## src/rtl/spigot_e_pkg.sv

```systemverilog
// Shared types and helpers for the spigot e digit engine.
// Holds the FSM encoding, radix constants and width helpers.
package spigot_e_pkg;

  typedef enum logic [2:0] {
    S_IDLE,
    S_INIT,
    S_EMIT_INT,
    S_LOAD,
    S_DIV,
    S_WRITE,
    S_EMIT,
    S_DONE
  } state_t;

  localparam int RADIX_DEC = 10;
  localparam int RADIX_HEX = 16;

  function automatic int aw_of(input int nterms);
    return $clog2(nterms + 2);
  endfunction

  function automatic int xw_of(input int nterms);
    return aw_of(nterms) + 4;
  endfunction

endpackage

```

## src/rtl/spigot_e_divmod.sv

```systemverilog
// Iterative restoring divider, one quotient bit per cycle.
// The first bit is resolved on the start edge; done follows XW cycles later.
module spigot_e_divmod #(
  parameter int XW = 11
) (
  input  logic          clk,
  input  logic          rst,
  input  logic          start,
  input  logic [XW-1:0] dividend,
  input  logic [XW-1:0] divisor,
  output logic [XW-1:0] quotient,
  output logic [XW-1:0] remainder,
  output logic          done
);

  localparam int CW = $clog2(XW + 1);

  logic [XW-1:0] rem_q;
  logic [XW-1:0] quo_q;
  logic [XW-1:0] dvs_q;
  logic [CW-1:0] cnt;
  logic          run;

  logic [XW-1:0] src_r;
  logic [XW-1:0] src_q;
  logic [XW-1:0] src_d;
  logic [XW:0]   trial;
  logic [XW-1:0] nr;
  logic [XW-1:0] nq;

  always_comb begin
    src_r = start ? '0 : rem_q;
    src_q = start ? dividend : quo_q;
    src_d = start ? divisor : dvs_q;
    trial = {src_r, src_q[XW-1]};
    nr    = trial[XW-1:0];
    nq    = {src_q[XW-2:0], 1'b0};
    if (trial >= {1'b0, src_d}) begin
      // True difference is below the divisor, so XW-bit wrap is exact.
      nr = trial[XW-1:0] - src_d;
      nq = {src_q[XW-2:0], 1'b1};
    end
  end

  always_ff @(posedge clk) begin
    if (rst) begin
      run  <= 1'b0;
      done <= 1'b0;
      cnt  <= '0;
    end else if (start) begin
      rem_q <= nr;
      quo_q <= nq;
      dvs_q <= divisor;
      cnt   <= CW'(XW - 1);
      run   <= 1'b1;
      done  <= 1'b0;
    end else if (run) begin
      rem_q <= nr;
      quo_q <= nq;
      cnt   <= cnt - 1'b1;
      if (cnt == CW'(1)) begin
        run  <= 1'b0;
        done <= 1'b1;
      end
    end
  end

  assign quotient  = quo_q;
  assign remainder = rem_q;

endmodule

```

## src/rtl/spigot_e_core.sv

```systemverilog
// Streaming mixed-radix spigot engine for the digits of e.
// Emits the integer digit then NDIGITS fractional digits over valid/ready.
module spigot_e_core #(
  parameter int NTERMS  = 64,
  parameter int NDIGITS = 32
) (
  input  logic       clk,
  input  logic       rst,
  input  logic       start,
  input  logic       base_hex,
  output logic [3:0] digit,
  output logic       digit_first,
  output logic       digit_valid,
  input  logic       digit_ready,
  output logic       busy,
  output logic       done
);

  import spigot_e_pkg::*;

  localparam int AW = aw_of(NTERMS);
  localparam int XW = xw_of(NTERMS);
  localparam int IW = $clog2(NTERMS);
  localparam int CW = $clog2(NDIGITS + 1);

  state_t state;
  state_t state_n;

  logic [AW-1:0] k;
  logic [CW-1:0] cnt;
  logic [3:0]    carry;
  logic          hex;

  logic [AW-1:0] arr [NTERMS];
  logic [IW-1:0] ki;
  logic [AW-1:0] rd;

  logic [XW-1:0] a_x;
  logic [XW-1:0] prod;
  logic [XW-1:0] x;
  logic [XW-1:0] dvs;
  logic [XW-1:0] q;
  logic [XW-1:0] r;
  logic          dv_done;
  logic          dv_start;
  logic          k_top;
  logic          last;
  logic          unused_bits;

  assign ki    = k[IW-1:0];
  assign rd    = arr[ki];
  assign k_top = (k == AW'(NTERMS - 1));
  assign last  = (cnt == CW'(NDIGITS - 1));

  // Base 10 as 8a+2a keeps the datapath to shifts and one adder.
  always_comb begin
    a_x  = XW'(rd);
    prod = hex ? (a_x << 4) : ((a_x << 3) + (a_x << 1));
    x    = prod + XW'(carry);
    dvs  = XW'(k) + XW'(2);
  end

  assign dv_start = (state == S_LOAD);

  spigot_e_divmod #(
    .XW(XW)
  ) u_div (
    .clk      (clk),
    .rst      (rst),
    .start    (dv_start),
    .dividend (x),
    .divisor  (dvs),
    .quotient (q),
    .remainder(r),
    .done     (dv_done)
  );

  assign unused_bits = ^{q[XW-1:4], r[XW-1:AW]};

  always_ff @(posedge clk) begin
    if (rst) state <= S_IDLE;
    else     state <= state_n;
  end

  always_comb begin
    state_n = state;
    unique case (state)
      S_IDLE:     if (start) state_n = S_INIT;
      S_DONE:     if (start) state_n = S_INIT;
      S_INIT:     if (k_top) state_n = S_EMIT_INT;
      S_EMIT_INT: if (digit_ready) state_n = S_LOAD;
      S_LOAD:     state_n = S_DIV;
      S_DIV:      if (dv_done) state_n = S_WRITE;
      S_WRITE:    state_n = (k == '0) ? S_EMIT : S_LOAD;
      S_EMIT: begin
        if (digit_ready) state_n = last ? S_DONE : S_LOAD;
      end
      default:    state_n = S_IDLE;
    endcase
  end

  always_comb begin
    digit       = 4'd0;
    digit_first = 1'b0;
    digit_valid = 1'b0;
    busy        = 1'b1;
    done        = 1'b0;
    unique case (state)
      S_IDLE: busy = 1'b0;
      S_DONE: begin
        busy = 1'b0;
        done = 1'b1;
      end
      S_EMIT_INT: begin
        digit       = 4'd2;
        digit_first = 1'b1;
        digit_valid = 1'b1;
      end
      S_EMIT: begin
        digit       = carry;
        digit_valid = 1'b1;
      end
      default: ;
    endcase
  end

  always_ff @(posedge clk) begin
    if (rst) begin
      k     <= '0;
      cnt   <= '0;
      carry <= '0;
      hex   <= 1'b0;
    end else begin
      case (state)
        S_IDLE, S_DONE: begin
          if (start) begin
            hex <= base_hex;
            cnt <= '0;
            k   <= '0;
          end
        end
        S_INIT: begin
          if (!k_top) k <= k + 1'b1;
        end
        S_EMIT_INT: begin
          if (digit_ready) begin
            carry <= '0;
            k     <= AW'(NTERMS - 1);
          end
        end
        S_WRITE: begin
          carry <= q[3:0];
          if (k != '0) k <= k - 1'b1;
        end
        S_EMIT: begin
          if (digit_ready) begin
            cnt   <= cnt + 1'b1;
            carry <= '0;
            k     <= AW'(NTERMS - 1);
          end
        end
        default: ;
      endcase
    end
  end

  // Array holds no reset: INIT rewrites every entry before use.
  always_ff @(posedge clk) begin
    if (state == S_INIT) arr[ki] <= AW'(1);
    else if (state == S_WRITE) arr[ki] <= r[AW-1:0];
  end

endmodule

```

## config.mk

```make
export PLATFORM = sky130hd
export DESIGN_NAME = spigot_e_core
export DESIGN_NICKNAME = d
export VERILOG_FILES = /design/src/rtl/spigot_e_pkg.sv /design/src/rtl/spigot_e_divmod.sv /design/src/rtl/spigot_e_core.sv
export SDC_FILE = /design/constraint.sdc
export NUM_CORES = 1
export LEC_CHECK = 0
export CORE_MARGIN = 5
export CORE_UTILIZATION = 25
export CTS_BUF_LIST = sky130_fd_sc_hd__clkbuf_8
export DETAILED_ROUTE_END_ITERATION = 8
export PLACE_DENSITY = 0.4
export SLEW_MARGIN = 20
export SYNTH_ARGS = -nofsm -noshare
export SYNTH_HDL_FRONTEND = slang
export SYNTH_SLANG_ARGS = --single-unit
```

## constraint.sdc

```tcl
create_clock -name clk -period 7.8 [get_ports clk]
set_input_delay 1.56 -clock clk [delete_from_list [all_inputs] [get_ports clk]]
set_output_delay 1.56 -clock clk [all_outputs]
set_load 0.02 [all_outputs]
```

# [Word level (Yosys, flattened, before mapping)]
# Memories as Yosys holds them, arrays and structs flattened. A register that Yosys moved wholly into a read port is not among the register bits.
# Index checks and enable logic that the tools add are counted.
[op_classes] n_addsub=8 multipliers=0 div_mod_pow=0 order_cmp=1 n_eq_ne=18 shift=0 mux=46 n_bitwise=2 reduce_logical=17
[op_table] cell="11-bit two-way mux" n=9
[op_table] cell="7-bit two-way mux" n=5
[op_table] cell="7-bit one-hot mux with 4 select lines" n=1
[op_table] cell="6-bit two-way mux" n=4
[op_table] cell="3-bit two-way mux" n=7
[op_table] cell="3-bit one-hot mux with 7 select lines" n=1
[op_table] cell="4-bit one-hot mux with 2 select lines" n=2
[op_table] cell="1-bit two-way mux" n=13
[op_table] cell="3-bit equality test (second input constant)" n=4
[op_table] cell="12-bit by 11-bit greater-or-equal comparator with 1-bit output" n=1
[op_table] cell="4-bit two-way mux" n=3
[op_table] cell="6-bit one-hot mux with 2 select lines" n=1
[op_table] cell="10-bit by 8-bit adder with 11-bit output" n=1
[op_table] cell="11-bit by 4-bit adder with 11-bit output" n=1
[op_table] cell="11-bit subtractor" n=1
[op_table] cell="2-bit inequality test (second input constant)" n=5
[op_table] cell="5-bit AND reduction" n=2
[op_table] cell="7-bit by 2-bit adder with 8-bit output (second input constant)" n=1
[op_table] cell="2-bit AND reduction" n=4
[op_table] cell="7-bit by 1-bit adder with 7-bit output (second input constant)" n=1
[op_table] cell="7-bit by 6-bit equality test with 1-bit output (second input constant)" n=1
[op_table] cell="7-bit zero test" n=1
[op_table] cell="7-bit nonzero test" n=1
[op_table] cell="7-bit by 1-bit subtractor with 7-bit output (second input constant)" n=1
[op_table] cell="14 further kinds" n=21
[totals] ff_bits=60 latchBits=0 ram_bits=448 romBits=0 input_bits=5 output_inout_bits=8 memories=1
[mem_list] memory="arr" depth=64 width=7 read_ports=1 rd_clocked_by_memory_dff=1 wr=1 line_no="spigot_e_core.sv:34" rtl="logic [AW-1:0] arr [NTERMS];"

# [Depth between registers and ports, before layout]
[depth] depth_word=8 mapped_depth=34 mapped_depth_nobuf=29

# [Hierarchy]
# From an unflattened synthesis, not the netlist that was laid out.
[hier_totals] hier_cells=1291 area_unflattened_um2=22243.8
[by_module_without_submodules] module="spigot_e_core" instances=1 cells_per_inst=1080 area_each_um2=19831.5 seq_area_each_um2=13993.4
[by_module_without_submodules] module="spigot_e_divmod" instances=1 cells_per_inst=211 area_each_um2=2412.3 seq_area_each_um2=1111.1

# [Worst setup path before layout]
# No wires, ideal clock.
[synth_path] path_kind="reg2reg" start="register with a tool-made name" end="register u_div.rem_q[8], in the netlist u_div.remainder[8], data pin" setup_ns=0.269 t_arrival_ns=6.307 t_required_ns=7.531 path_slack_ns=1.224 path_stages_with_launch=33 period_less_slack_ns=6.576 cell_sequence="dfxtp_1 > buf_6 > buf_6 > buf_6 > buf_6 > mux4_2 > a21boi_0 > nand4_1 > nand4_1 > o21ai_0 > ha_1 > fa_1 > a21o_1 > a21oi_1 > xnor2_1 > and3_1 > a31oi_1 > and4bb_1 > xnor2_1 > o21bai_1 > ha_1 > inv_1 > fa_1 > a21o_1 > a21oi_1 > o21ai_0 > a21oi_1 > o21ai_0 > a41oi_1 > nor2b_1 > clkbuf_1 > clkbuf_1 > o21ai_0"
[synth_lines] item="to (signal assigned)" line_no="spigot_e_divmod.sv:51" rtl="rem_q <= nr;"
[synth_lines] item="to (signal assigned)" line_no="spigot_e_divmod.sv:58" rtl="rem_q <= nr;"
[synth_lines] item="to (decl)" line_no="spigot_e_divmod.sv:18" rtl="logic [XW-1:0] rem_q;"

==> flow_metrics.py <==
metrics = {
    "outcome": {
        "outcome": "finished, final reports clean",
    },
    "critical_path": {
        "cpLargestDelayFamily": "multiplexers",
        "crit_type": "flop to flop",
        "reg2reg_slack_ps": 520,
        "endpoint_kind": "flop",
        "r2r-end": "u_div.remainder[1]",
        "cp_data_required_time_ps": 8230,
        "start_kind": "flop",
        "reg2regPathDepth": 28,
        "max_stage_delay_ps": 620,
        "critPathBufInv": 4,
        "slowest_stage": "mux4_1",
        "cp_max_fo": 15,
        "cp.arrival_ps": 7710,
    },
    "sta": {
        "final.period_utilization_pct": 93.3,
        "fin_setup_tns_ps": 0,
        "fmaxAchievable_ghz": 0.137,
        "final_max_slew_viol_count": 0,
        "finalClockSkew_ps": 29.1,
        "relSlewSlack_pct": 33.7,
        "holdWs_ps": 494,
        "max_slew.worst_pin.slew_ps": 992,
        "rsz0062_at_grt": "no",
        "setup_viol": 0,
        "min_period_ps": 7280,
        "finalHoldViolCount": 0,
    },
    "drt": {
        "finalWirelength_mm": 60.6,
        "drtPass1Iterations": 6,
        "vias": 12000,
        "drc": 0,
        "viasPerCell": 4.57,
        "antenna_left": 0,
        "drt-initial-drc-count": 1028,
        "wl_per_cell_um": 23.1,
    },
    "synth": {
        "synth_most_common_cell": "edfxtp_1",
        "synth_commonest_cells": "481 x edfxtp_1, 123 x nor2_1, 106 x mux4_2",
        "ys_ff_latch": 514,
        "postSynthCellCount": 1295,
        "ys.flop_type": "edfxtp_1",
        "yosysUniqueCellTypes": 68,
        "syn_area_sq_um": 21800,
        "yosysTopAreaCellShare_pct": 66.3,
        "syn_nets": 1335,
        "yosys_warnings": 0,
        "synth_area_per_cell_sq_um": 16.8,
        "synth_edf_count": 481,
        "synth_area_leaders": "edfxtp_1 66%, mux4_2 11%, dfxtp_1 3.0%",
        "yosys.area.top_type": "edfxtp_1",
        "yosysSeqAreaShare_pct": 69.4,
        "synthArstFlopShare_pct": 0,
    },
    "clock_tree": {
        "clkTransAtPathRegs_ps": 60,
        "root_buffer": "clkbuf_8",
        "clock-sinks": 514,
        "clk_path_buf_depth": 3,
        "cts_buffers": 89,
        "h-tree-depth": 3,
        "tritoncts": "built",
        "clkLatencyLatePin_ps": 700,
    },
    "floorplan": {
        "ios": 13,
        "dieArea_sq_um": 93100,
        "die_h_um": 305,
        "start_util_pct": 25.1,
        "core_sq_um": 86600,
        "rows": 108,
        "die_x_um": 305,
    },
    "cells_and_area": {
        "ff_latch_area_sq_um": 15100,
        "drive_gt1_share_pct": 21.7,
        "syn_to_final_growth_pct": 15.8,
        "nFillCells": 8550,
        "nNetsFinal": 1439,
        "multi_input_area_sq_um": 6160,
        "fin_area_sq_um": 25200,
        "final_util_pct": 29.1,
    },
    "power_and_ir_drop": {
        "netSwitchingFraction_pct": 34.3,
        "ir_drop_mv": 0.137,
        "power_frac_clock_pct": 28.2,
        "p_int_mw": 5.39,
        "p_comb_share_pct": 31.9,
        "power_switching_mw": 2.82,
        "power_leakage_nw": 7.57,
        "seqPwrFrac_pct": 39.9,
        "power_density_nw_per_um2": 325,
    },
    "placed_design": {
        "dpl-instance-area_sq_um": 23400,
        "gp_congestion": 0.751,
        "port_buffers": 12,
        "hpwl_mm": 37.8,
    },
    "grt": {
        "grt_pass1_wl_mm": 86.7,
        "grt_antenna_before_repair": 1,
        "grt_max_degree": 65,
        "grt_pass1_vias": 12400,
        "track_usage_pct": 12.6,
        "grt-ovfl-total": 0,
    },
    "hold_path": {
        "min_from": "cnt[5]",
        "hold_depth": 2,
        "hold_end": "cnt[5]",
        "hold_class": "flop to flop",
    },
    "run": {
        "cap_violations": 0,
    },
}
repair_timing:
item / 4_1_cts / 5_1_grt
endpoints found under the hold margin: 0 / 0
gates resized for setup: 0 / 7
endpoints found under the setup margin: 0 / 11
hold buffers: 0 / 0
buffers inserted: 0 / 8
metrics by stage:
step / worst slack, ps / power [mW] / instances
3_5_place_dp: 226 / 5.89 / 2454
2_1_floorplan: 1220 / 5.01 / 1295
4_1_cts: 157 / 8.25 / 2614
6_report: 520 / 8.21 / 2624
5_1_grt: 8.61 / 8.65 / 2624
3_3_place_gp: 323 / 5.88 / 2454
worst max path at each step:
stage	endpoint	slack (ps)	start	cells after the start
4_1_cts	u_div.remainder[1]	160	flop	29
5_1_grt	u_div.remainder[1]	9	flop	29
2_1_floorplan	u_div.remainder[8]	1220	flop	32
3_5_place_dp	u_div.remainder[1]	230	flop	29
6_report	u_div.remainder[1]	520	flop	28
3_3_place_gp	u_div.remainder[1]	320	flop	29
cell families after synthesis:
group	Yosys count	share of synthesized area [%]
adders and majority gates	35	2.15
buffers and inverters	105	2.45
muxes	148	13.7
DFF	514	69.4
AOI/OAI and AO/OA	164	4.82
and+or+nand+nor	300	6.34
xor gates and xnor gates	29	1.17
power by group through the flow:
stage,clock network [mW],logic (mW),registers [mW]
floorplan,0,1.83,3.18
global placement,0,2.53,3.35
detailed placement,0,2.54,3.35
CTS,2.41,2.55,3.30
global route,2.54,2.83,3.28
finish,2.31,2.62,3.27
registers in the layout, indices dropped and copies added (netlist names), named ones only:
name	flops
arr	448
u_div.dvs_q	11
u_div.quotient	11
u_div.remainder	11
k	7
cnt	6
carry	4
u_div.cnt	4
state	3
hex	1
u_div.done	1
u_div.run	1
final cells by class:
| type | instances | share of cell area [%] |
|---|---|---|
| tap | 1155 | 5.73 |
| sequential | 514 | 59.9 |
| clock buffer | 91 | 4.97 |
| clock inverter | 69 | 1.51 |
| timing repair buffer | 79 | 2.84 |
| inverter | 39 | 0.581 |
| multi-input combinational | 676 | 24.4 |
| antenna | 1 | 0.00992 |
tightest hold or removal path, stage by stage (launching register included):
cell     delay (ps)
dfxtp_1         310
o21ai_0          70
a21oi_1          60
per-layer routing:
layer	global-route usage, %	part of all wire, %	up-vias
met1	17.0	45	6285
met5	0	0	-
met2	20.6	48	322
li1	-	-	5323
met4	3.74	2.0	0
met3	2.68	5.4	73
cell usage in the layout (no fill, tap or decap), drive strengths merged, types with 31 or more instances in the layout:
cell type    n
dfxtp       33
a21oi       39
ha          31
mux4       116
edfxtp     481
clkbuf      92
nor2       123
inv         64
buf         66
nand2       78
o21ai       44
clkinv      39
No activity file was read; power rests on OpenSTA's default activity.
